### config.mk
export PLATFORM = sky130hd
export DESIGN_NAME = fifo_buffer
export DESIGN_NICKNAME = d
export VERILOG_FILES = /design/src/rtl/fifo_buffer_pkg.sv /design/src/rtl/fifo_buffer_mem.sv /design/src/rtl/fifo_buffer.sv
export SDC_FILE = /design/constraint.sdc
export NUM_CORES = 1
export LEC_CHECK = 0
export CORE_ASPECT_RATIO = 0.6
export CORE_UTILIZATION = 40
export CTS_CLUSTER_SIZE = 20
export DETAILED_ROUTE_END_ITERATION = 12
export PLACE_DENSITY = 0.68
export SLEW_MARGIN = 20
export SYNTH_ARGS = -nofsm -noshare
export SYNTH_HDL_FRONTEND = slang
export SYNTH_SLANG_ARGS = --single-unit
### constraint.sdc
create_clock -name clock -period 6.4 [get_ports clock]
set_input_delay 1.92 -clock clock [delete_from_list [all_inputs] [get_ports clock]]
set_output_delay 1.92 -clock clock [all_outputs]
set_load 0.02 [all_outputs]
### src/rtl/fifo_buffer_pkg.sv
// ---------------------------------------------------------------------------
// fifo_buffer_pkg
// Shared actor definitions for the dataflow actor modules.
// Holds the default token width, the actor status codes used across the
// actor library and a small pointer-wrap helper used by the FIFO control.
// No ports (package).
// ---------------------------------------------------------------------------
package fifo_buffer_pkg;

   // Default token width shared by every actor in the library
   localparam int ACTOR_DATA_WIDTH = 8;

   // Status codes reported by actors to their neighbours
   typedef enum logic [1:0] {
      ACTOR_OK    = 2'd0,
      ACTOR_FULL  = 2'd1,
      ACTOR_EMPTY = 2'd2,
      ACTOR_ERROR = 2'd3
   } actorStatus_t;

   // Circular-pointer increment: wraps from size-1 back to zero, so the
   // buffer capacity does not have to be a power of two
   function automatic int wrapIncrement(input int ptr, input int size);
      if (ptr == size - 1) begin
         return 0;
      end
      return ptr + 1;
   endfunction

endpackage

### src/rtl/fifo_buffer_mem.sv
// ---------------------------------------------------------------------------
// fifo_mem
// Token storage for fifo_buffer: one synchronous write port and one
// asynchronous read port. Contents are deliberately not reset.
// Ports:
//   clock       rising-edge clock for the write port
//   writeEnable store writeData at writeAddr on the rising edge
//   writeAddr   write location
//   writeData   token to store
//   readAddr    read location
//   readData    token at readAddr (combinational)
// ---------------------------------------------------------------------------
module fifo_mem #(
   parameter int DATA_WIDTH = 8,
   parameter int DEPTH      = 16,
   parameter int ADDR_WIDTH = 4
) (
   input  logic                  clock,
   input  logic                  writeEnable,
   input  logic [ADDR_WIDTH-1:0] writeAddr,
   input  logic [DATA_WIDTH-1:0] writeData,
   input  logic [ADDR_WIDTH-1:0] readAddr,
   output logic [DATA_WIDTH-1:0] readData
);

   logic [DATA_WIDTH-1:0] r_mem [DEPTH];

   // Write port: storage has no reset, so stale tokens simply get
   // overwritten as the write pointer comes round again
   always_ff @(posedge clock) begin
      if (writeEnable) begin
         r_mem[writeAddr] <= writeData;
      end
   end

   // Asynchronous read port gives first-word-fall-through at the head
   assign readData = r_mem[readAddr];

endmodule

### src/rtl/fifo_buffer.sv
// ---------------------------------------------------------------------------
// fifo_buffer
// First-word-fall-through FIFO between a producer and a consumer actor.
// All control (pointers, population, flags) lives here; storage is fifo_mem.
// Ports:
//   clock       rising-edge system clock
//   reset       asynchronous, active-high reset
//   in          token from the producer
//   write       producer push request
//   read        consumer pop request
//   out         head token (valid while empty is low)
//   full        population equals BUFFER_SIZE
//   empty       population equals zero
//   population  current token count
//   overflow    sticky: a write was rejected
//   underflow   sticky: a read was rejected
// ---------------------------------------------------------------------------
module fifo_buffer
   import fifo_buffer_pkg::*;
#(
   parameter int DATA_WIDTH        = ACTOR_DATA_WIDTH,
   parameter int BUFFER_SIZE       = 16,
   parameter int BUFFER_SIZE_WIDTH = 4
) (
   input  logic                         clock,
   input  logic                         reset,
   input  logic [DATA_WIDTH-1:0]        in,
   input  logic                         write,
   input  logic                         read,
   output logic [DATA_WIDTH-1:0]        out,
   output logic                         full,
   output logic                         empty,
   output logic [BUFFER_SIZE_WIDTH:0]   population,
   output logic                         overflow,
   output logic                         underflow
);

   localparam logic [BUFFER_SIZE_WIDTH:0] FULL_COUNT = (BUFFER_SIZE_WIDTH+1)'(BUFFER_SIZE);

   logic [BUFFER_SIZE_WIDTH-1:0] r_wrPtr;
   logic [BUFFER_SIZE_WIDTH-1:0] r_rdPtr;
   logic [BUFFER_SIZE_WIDTH:0]   r_population;
   logic                         r_full;
   logic                         r_empty;
   logic                         r_overflow;
   logic                         r_underflow;

   logic                         w_pushOk;
   logic                         w_popOk;
   logic [BUFFER_SIZE_WIDTH:0]   w_nextPopulation;
   logic [BUFFER_SIZE_WIDTH-1:0] w_nextWrPtr;
   logic [BUFFER_SIZE_WIDTH-1:0] w_nextRdPtr;

   // A full buffer still accepts a write when a read happens in the same
   // cycle: the head slot being popped is exactly the slot being written,
   // and the async read port still shows the old head until the edge.
   // A full buffer is never empty (capacity >= 2), so that pop is accepted.
   assign w_pushOk = write && (!r_full || read);
   assign w_popOk  = read && !r_empty;

   assign w_nextWrPtr = BUFFER_SIZE_WIDTH'(wrapIncrement(int'(r_wrPtr), BUFFER_SIZE));
   assign w_nextRdPtr = BUFFER_SIZE_WIDTH'(wrapIncrement(int'(r_rdPtr), BUFFER_SIZE));

   // Population only moves when exactly one of push/pop is accepted
   always_comb begin
      w_nextPopulation = r_population;
      if (w_pushOk && !w_popOk) begin
         w_nextPopulation = r_population + 1'b1;
      end else if (!w_pushOk && w_popOk) begin
         w_nextPopulation = r_population - 1'b1;
      end
   end

   // Control state. full/empty are registered from the next population so
   // they only change on a clock edge or reset. Error flags are sticky and
   // only reset clears them.
   always_ff @(posedge clock or posedge reset) begin
      if (reset) begin
         r_wrPtr      <= '0;
         r_rdPtr      <= '0;
         r_population <= '0;
         r_full       <= 1'b0;
         r_empty      <= 1'b1;
         r_overflow   <= 1'b0;
         r_underflow  <= 1'b0;
      end else begin
         if (w_pushOk) begin
            r_wrPtr <= w_nextWrPtr;
         end
         if (w_popOk) begin
            r_rdPtr <= w_nextRdPtr;
         end
         r_population <= w_nextPopulation;
         r_full       <= (w_nextPopulation == FULL_COUNT);
         r_empty      <= (w_nextPopulation == '0);
         if (write && r_full && !read) begin
            r_overflow <= 1'b1;
         end
         if (read && r_empty) begin
            r_underflow <= 1'b1;
         end
      end
   end

   // Token storage; the head token is read combinationally at rd_ptr
   fifo_mem #(
      .DATA_WIDTH (DATA_WIDTH),
      .DEPTH      (BUFFER_SIZE),
      .ADDR_WIDTH (BUFFER_SIZE_WIDTH)
   ) u_mem (
      .clock       (clock),
      .writeEnable (w_pushOk),
      .writeAddr   (r_wrPtr),
      .writeData   (in),
      .readAddr    (r_rdPtr),
      .readData    (out)
   );

   assign full       = r_full;
   assign empty      = r_empty;
   assign population = r_population;
   assign overflow   = r_overflow;
   assign underflow  = r_underflow;

endmodule
# Yosys cells after proc, flatten, opt, wreduce, memory -nomap -nowiden

Memories as Yosys holds them, arrays and structs flattened.
Cells that the tools add are included.

$add $sub $neg: 4
Equal/unequal tests: 3
Multiplexer cells: 8
Reduce and logical (&&, ||, !) cells: 14

Operators with widths:

| operator              | number |
|---|---|
| $mux W5               | 2 |
| $add A4 B1 Y4 const B | 2 |
| $eq A4 B1 Y1 const B  | 2 |
| $mux W4               | 2 |
| $logic_and A1 B1 Y1   | 7 |
| $add A5 B1 Y5 const B | 1 |
| $eq A5 B5 Y1 const B  | 1 |
| $logic_not A1 Y1      | 5 |
| $logic_not A5 Y1      | 1 |
| $sub A5 B1 Y5 const B | 1 |
| $mux W1               | 4 |
| $logic_or A1 B1 Y1    | 1 |

Register bits: 17
Bits in writable memories: 128
Bits of input ports: 12
Logic and storage cells: 37
Memories: 1

Memory list:

| memory      | depth | width | read ports | clocked after memory_dff | wr ports | line                  | text |
|---|---|---|---|---|---|---|---|
| u_mem.r_mem | 16    | 8     | 1          | 0                        | 1        | fifo_buffer_mem.sv:26 | `logic [DATA_WIDTH-1:0] r_mem [DEPTH];` |

# Logic depth before layout (Yosys ltp)

Gate-level depths: netlist of the first run.

Word-level depth: 8
Gate-level depth with buffers: 7
Depth with buffers taken out: 7

# Cells and area by module

Synthesis of the first run repeated with hierarchy kept, for this count alone.

Cells, all modules: 305
Area total of the unflattened synthesis: 5870.6 um^2

Modules (own cells, without submodules):

| module      | instances | cells an instance | area each (um^2) | sequential area each (um^2) |
|---|---|---|---|---|
| fifo_mem    | 1         | 221               | 4987.3           | 3843.7 |
| fifo_buffer | 1         | 84                | 883.3            | 426.7 |

# Worst setup path after synthesis of the first run

No wires, ideal clock.

Kind: flip-flop to output port
From: reg r_rdPtr[1]
To: out out[7]
Arrival: 1823 ps
Path slack: 2657 ps
Stages on the path, launching flop included: 5
Path buffers: 2
Path through: dfrtp_1 clkbuf_1 clkbuf_1 mux4_2 mux4_2

Cells in the longest elaborated chain, start to end: 1

Ends and longest elaborated chain:

| element                  | line              | text |
|---|---|---|
| start: declaration       | fifo_buffer.sv:41 | `logic [BUFFER_SIZE_WIDTH-1:0] r_rdPtr;` |
| start signal: assignment | fifo_buffer.sv:91 | `r_rdPtr <= w_nextRdPtr;` |
| $mem_v2 Z16 W8           | --                |  |
| end: declaration         | fifo_buffer.sv:30 | `output logic [DATA_WIDTH-1:0] out,` |

No other way between the ends.

# Worst setup path after layout of the first run

From: reg r_rdPtr[0]
To: out out[2]

Same word-level chain as after synthesis.

==> out/metrics.yaml, run 1 <==
grt_max_degree: 37
worstSetupPathType: "flip-flop to output port"
leakage_nw: 2.33
finish.utilization_pct: 48.6
n_fill_cell: 1183
synth_edf_count: 128
wl_met3_um: 960
synth_flop_cell: "edfxtp_1"
end_kind: "output port"
rsz0062_at_grt: "no"
final_antenna_net_count: 0
outcome: "finished, final reports clean"
irDropWorstVdd_uv: 274
via_per_inst: 5.51
fmax_mhz: 205
synthTopCellsByArea: "edfxtp_1, mux4_2, dfrtp_1"
die_w_um: 159
drive_gt1_share_pct: 23.9
hpwl_mm: 8.33
yosys_register_bits: 145
num_antenna_cells: 0
setup_viol: 0
hold_class: "flip-flop to flip-flop"
grtUsageTotal_pct: 17.8
h-tree-depth: 4
drv_cap: 0
worstPathRequired_ns: 4.48
tightest_slew_ns: 1.04
syn_to_final_growth_pct: 18.6
grt_pass1_vias: 2838
wl_met1_mm: 6.44
yosysUniqueCellTypes: 44
dr.pass1.iters: 4
ys_seq_area_share_pct: 71.8
cts_tree: "done"
cts_hold_buffers: 0
gp_congestion: 0.794
top_layer_used: "met4"
synth_top_area_share_pct: 64.6
fin_setup_tns_ns: 0
cts_buffers: 17
cts-root-buf: "clkbuf_16"
clock_skew_ns: 0.00528
hold_violations: 0
avgSynthCellArea_um2: 19.8
slew_violations: 0
start_util_pct: 41.0
ios: 29
clockBufferDepth: 2
io_buffers: 28
p_per_area_mw_per_mm2: 478
arrival_ns: 2.96
detail_route.iter0.violations: 240
syn_area_mm2: 0.00595
wirelength_mm: 12.7
crit_fanout: 18
clk-insertion-delay-late_ns: 0.41
vias: 3024
synth_top_area_cell: "edfxtp_1"
core_area_mm2: 0.0145
grt_pass1_wl_mm: 18.5
path_clk_slew_ns: 0.06
syn-num-nets: 320
rows: 34
cts_setup_buffers: 0
syn_inst: 301
clock_sinks: 145
period_needed_ns: 4.88
cts_resized: 0
slew_headroom_pct: 30.4
gr-total-overflow: 0
wl_met2_mm: 5.13
dieHeight_um: 96.4
startpoint_type: "flip-flop"
nNetsFinal: 358
drc: 0
async_flop_share_pct: 11.7
wl_per_cell_um: 23.0
yosysWarnings: 0
grt_antenna_before_repair: 0
period_share_pct: 76.2
dieArea_mm2: 0.0154
cells in the final DEF (no fill, tap or decap), drive strengths merged, types with 2 or more instances in the layout:
master           n
edfxtp         128
mux4            40
clkdlybuf4s50   28
clkbuf          19
dfrtp           16
nand2           15
nor2            14
o21ai            8
ha               7
buf              7
xnor2            6
inv              6
bufinv           5
nor3             5
nand2b           4
clkinv           4
nor2b            3
a32oi            3
a21oi            3
clkinvlp         3
a21o             2
nand3            2
and2             2
or3              2
logic make-up (layout without fill, tap and decap cells):
kind of cell,count (synthesis),in the layout,share of synthesized area (%)
flip-flops,145,145,71.8
AND/OR/NAND/NOR,56,56,5.28
multiplexers,42,42,15.6
AO/OA/AOI/OAI,23,23,2.88
buffers and inverters,22,72,2.08
adder cells (fa/ha/maj),7,7,1.47
XOR/XNOR,6,6,0.884
worst paths after layout:
path	start	endpoint	slack (ns)	cells after the start
setup / recovery	r_rdPtr[0]$_DFFE_PP0P_	out[2]	1.52	4
setup reg to reg	full$_DFF_PP0_	u_mem.r_mem[7][0]$_DFFE_PP_	4.13	4
max in group asynchronous	reset	r_rdPtr[0]$_DFFE_PP0P_	4.01	2
hold reg to reg	underflow$_DFFE_PP0P_	underflow$_DFFE_PP0P_	0.47	1
min in group asynchronous	reset	population[4]$_DFF_PP0_	1.91	2
hold / removal	underflow$_DFFE_PP0P_	underflow$_DFFE_PP0P_	0.47	1
cell usage after synthesis (4+ instances only):
cell	number
dfrtp_1	16
nor2_1	14
o21ai_0	8
inv_1	6
nor3_1	4
xnor2_1	6
buf_6	4
ha_1	7
clkbuf_1	6
mux4_2	40
nand2_1	15
edfxtp_1	128
nand2b_1	4
routing by layer:
layer  vias to the layer above  GRT usage (%)
met5                         -              0
met1                      1608           28.2
met2                       113           22.9
met4                         0           6.97
li1                       1292              -
met3                        11           4.44
stage by stage:
step / instance area, um^2 / worst slack, ns / power (W) / std cells / hold WS, ns
after floorplan: 5950 / 2.66 / 0.00196 / 301 / 0.546
after global routing: 7050 / 1.41 / 0.00351 / 549 / 0.537
after CTS: 7050 / 1.47 / 0.00339 / 549 / 0.469
final: 7050 / 1.52 / 0.00337 / 549 / 0.471
after detailed placement: 6430 / 1.90 / 0.00233 / 518 / 0.461
after global placement: 6430 / 1.95 / 0.00231 / 518 / 0.453
power breakdown:
group          internal, W  switching, W
Clock             0.000685      0.000372
Combinational     0.000511      0.000528
Sequential         0.00116      0.000115
worst max-delay path, cell delays in order, from the launching register on:
cell and delay, ns:
dfrtp_2 0.44, buf_4 0.39, mux4_2 0.60, mux4_2 0.54, clkdlybuf4s50_1 0.56
sequential cells by signal, indices dropped and copies added (netlist names):
name         count
empty            1
full             1
overflow         1
population       5
r_rdPtr          4
r_wrPtr          4
u_mem.r_mem    128
underflow        1
layout make-up:
cell class / count / area (um^2) / share of cell area, %
well taps: 198 / 248 / 3.51
clock buffers: 19 / 433 / 6.14
clock inverters: 12 / 190 / 2.70
inverters: 6 / 22.5 / 0.319
flip-flops and latches: 145 / 4270 / 60.6
repair buffers: 35 / 333 / 4.72
multi-input cells: 134 / 1550 / 22.0
Note: power is estimated with default switching activity, not from simulation.
==> inputs of run 2 (changes only) <==
--- a/config.mk
+++ b/config.mk
@@ -9,7 +9,7 @@
 export CORE_UTILIZATION = 40
 export CTS_CLUSTER_SIZE = 20
 export DETAILED_ROUTE_END_ITERATION = 12
-export PLACE_DENSITY = 0.68
+export PLACE_DENSITY = 0.7
 export SLEW_MARGIN = 20
 export SYNTH_ARGS = -nofsm -noshare
 export SYNTH_HDL_FRONTEND = slang
==> constraint.sdc (replaced) <==
create_clock -name clock -period 4.1 [get_ports clock]
set_input_delay 1.23 -clock clock [delete_from_list [all_inputs] [get_ports clock]]
set_output_delay 1.23 -clock clock [all_outputs]
set_load 0.02 [all_outputs]
==> out/metrics.yaml, run 2 (synthesis gave the netlist of run 1 again) <==
outcome: "finished, final reports clean"
cts-root-buf: "clkbuf_16"
p_per_area_mw_per_mm2: 719
ios: 29
grt_antenna_before_repair: 0
gr-total-overflow: 0
worstPathRequired_ns: 2.87
mostFrequentLayoutCells: "edfxtp_1, mux4_2, clkdlybuf4s50_1, buf_4, clkbuf_16"
syn_to_final_growth_pct: 20.9
largest_register: "u_mem.r_mem"
stdcell_count: 570
via_per_inst: 5.26
rows: 34
grtUsageTotal_pct: 17.7
clk-insertion-delay-late_ns: 0.42
slew_violations: 0
design_area_mm2: 0.00719
vias: 2999
period_needed_ns: 4.00
worstSetupPathType: "flip-flop to output port"
cp_cell_sequence: "buf_12, mux4_2, mux4_2, clkdlybuf4s50_1"
grt_pass1_wl_mm: 18.7
n_fill_cell: 1171
drv_cap: 0
r2r_start: "population[1]$_DFF_PP0_"
total_power_w: 0.00516
wl_per_cell_um: 22.2
reg2regPathDepth: 6
final_antenna_net_count: 0
largest_reg_flops: 128
dieHeight_um: 96.4
startpoint_type: "flip-flop"
setup_viol: 0
dr.pass1.iters: 5
irDropWorstVdd_uv: 277
cts_hold_buffers: 0
num_antenna_cells: 0
cts_buffers: 17
cts_tree: "done"
multi_input_area_mm2: 0.00155
ff2ff_setup_slack_ns: 1.91
slew_headroom_pct: 51.4
gp_congestion: 0.772
critPathSlowestCell: "mux4_2"
io_buffers: 28
hold_violations: 0
arrival_ns: 2.77
placed_area_mm2: 0.00659
period_share_pct: 97.6
drc: 0
tightest_slew_ns: 0.727
grt_max_degree: 37
h-tree-depth: 4
detail_route.iter0.violations: 281
dieArea_mm2: 0.0154
cp-endpoint: "out[4]"
clockBufferDepth: 2
clock_sinks: 145
drive_gt1_share_pct: 28.5
max_stage_delay_ns: 0.60
dp_cells: 536
dp_slack_ns: 0.386
path_common_cell: "mux4_2"
rsz0062_at_grt: "no"
fmax_mhz: 250
end_kind: "output port"
core_area_mm2: 0.0145
worst_slack_ns: 0.0998
wirelength_mm: 12.6
path_clk_slew_ns: 0.06
hold_class: "flip-flop to flip-flop"
final_common_cell: "edfxtp_1"
clock_skew_ns: 0.0174
fin_setup_tns_ns: 0
crit_fanout: 25
critPathLaunch: "r_rdPtr[0]$_DFFE_PP0P_"
nNetsFinal: 378
grt_pass1_vias: 3040
die_w_um: 159
timing.rr.end: "empty$_DFF_PP1_"
start_util_pct: 41.0
seq_area_mm2: 0.00427
holdPathStages: 1
hpwl_mm: 8.60
leakage_nw: 2.43
## run 2: changes by cell type in the layout (fill, tap and decap cells not counted)
cell and change:
buf_12 +2, bufinv_16 -3, clkinv_2 +1, buf_4 +18
clkinv_4 +1, clkinv_1 -1, clkbuf_8 +3
## run 2: per-layer routing
layer	GRT usage [%]	vias up	part of all wire, %
li1	-	1338	-
met1	25.6	1545	46
met2	24.6	109	43
met3	6.27	7	10
met4	6.17	0	0.82
met5	0	-	0
## run 2: worst max-delay path, delay by kind of cell (launching register included)
family / cells / cell delay [ns]
buf+inv: 2 / 0.78
mux: 2 / 1.14
flops: 1 / 0.41
## run 2: what timing repair did
action / in CTS / in global routing
buffers inserted: 2 / 0
setup endpoints to repair: 2 / 0
hold endpoints to repair: 0 / 0
gates resized for setup: 0 / 0
## run 2: final cells by class
class	count	share of cell area [%]
Clock buffer	22	6.60
Sequential cell	145	59.4
Multi-Input combinational cell	134	21.6
Timing Repair Buffer	55	7.07
Clock inverter	10	1.53
Tap cell	198	3.45
Inverter	6	0.313
## run 2: metrics by stage
| step | utilization (%) | hold WS (ns) |
|---|---|---|
| global placement | 45.4 | 0.456 |
| CTS | 49.5 | 0.479 |
| detailed placement | 45.4 | 0.466 |
| finish | 49.5 | 0.474 |
| global route | 49.5 | 0.506 |
| floorplan | - | 0.546 |
## run 2: worst min path at each step
stage / start / to / slack [ns]
floorplan: r_rdPtr[1]$_DFFE_PP0P_ / r_rdPtr[1]$_DFFE_PP0P_ / 0.55
global placement: underflow$_DFFE_PP0P_ / underflow$_DFFE_PP0P_ / 0.46
detailed placement: underflow$_DFFE_PP0P_ / underflow$_DFFE_PP0P_ / 0.47
CTS: underflow$_DFFE_PP0P_ / underflow$_DFFE_PP0P_ / 0.48
global route: underflow$_DFFE_PP0P_ / underflow$_DFFE_PP0P_ / 0.51
finish: underflow$_DFFE_PP0P_ / underflow$_DFFE_PP0P_ / 0.47
## run 2: report_power, final
part	internal [W]	total, W	switching, W
sequential	0.00180	0.00197	0.000164
clock	0.000939	0.00150	0.000563
combinational	0.000862	0.00170	0.000834
total	0.00360	0.00516	0.00156
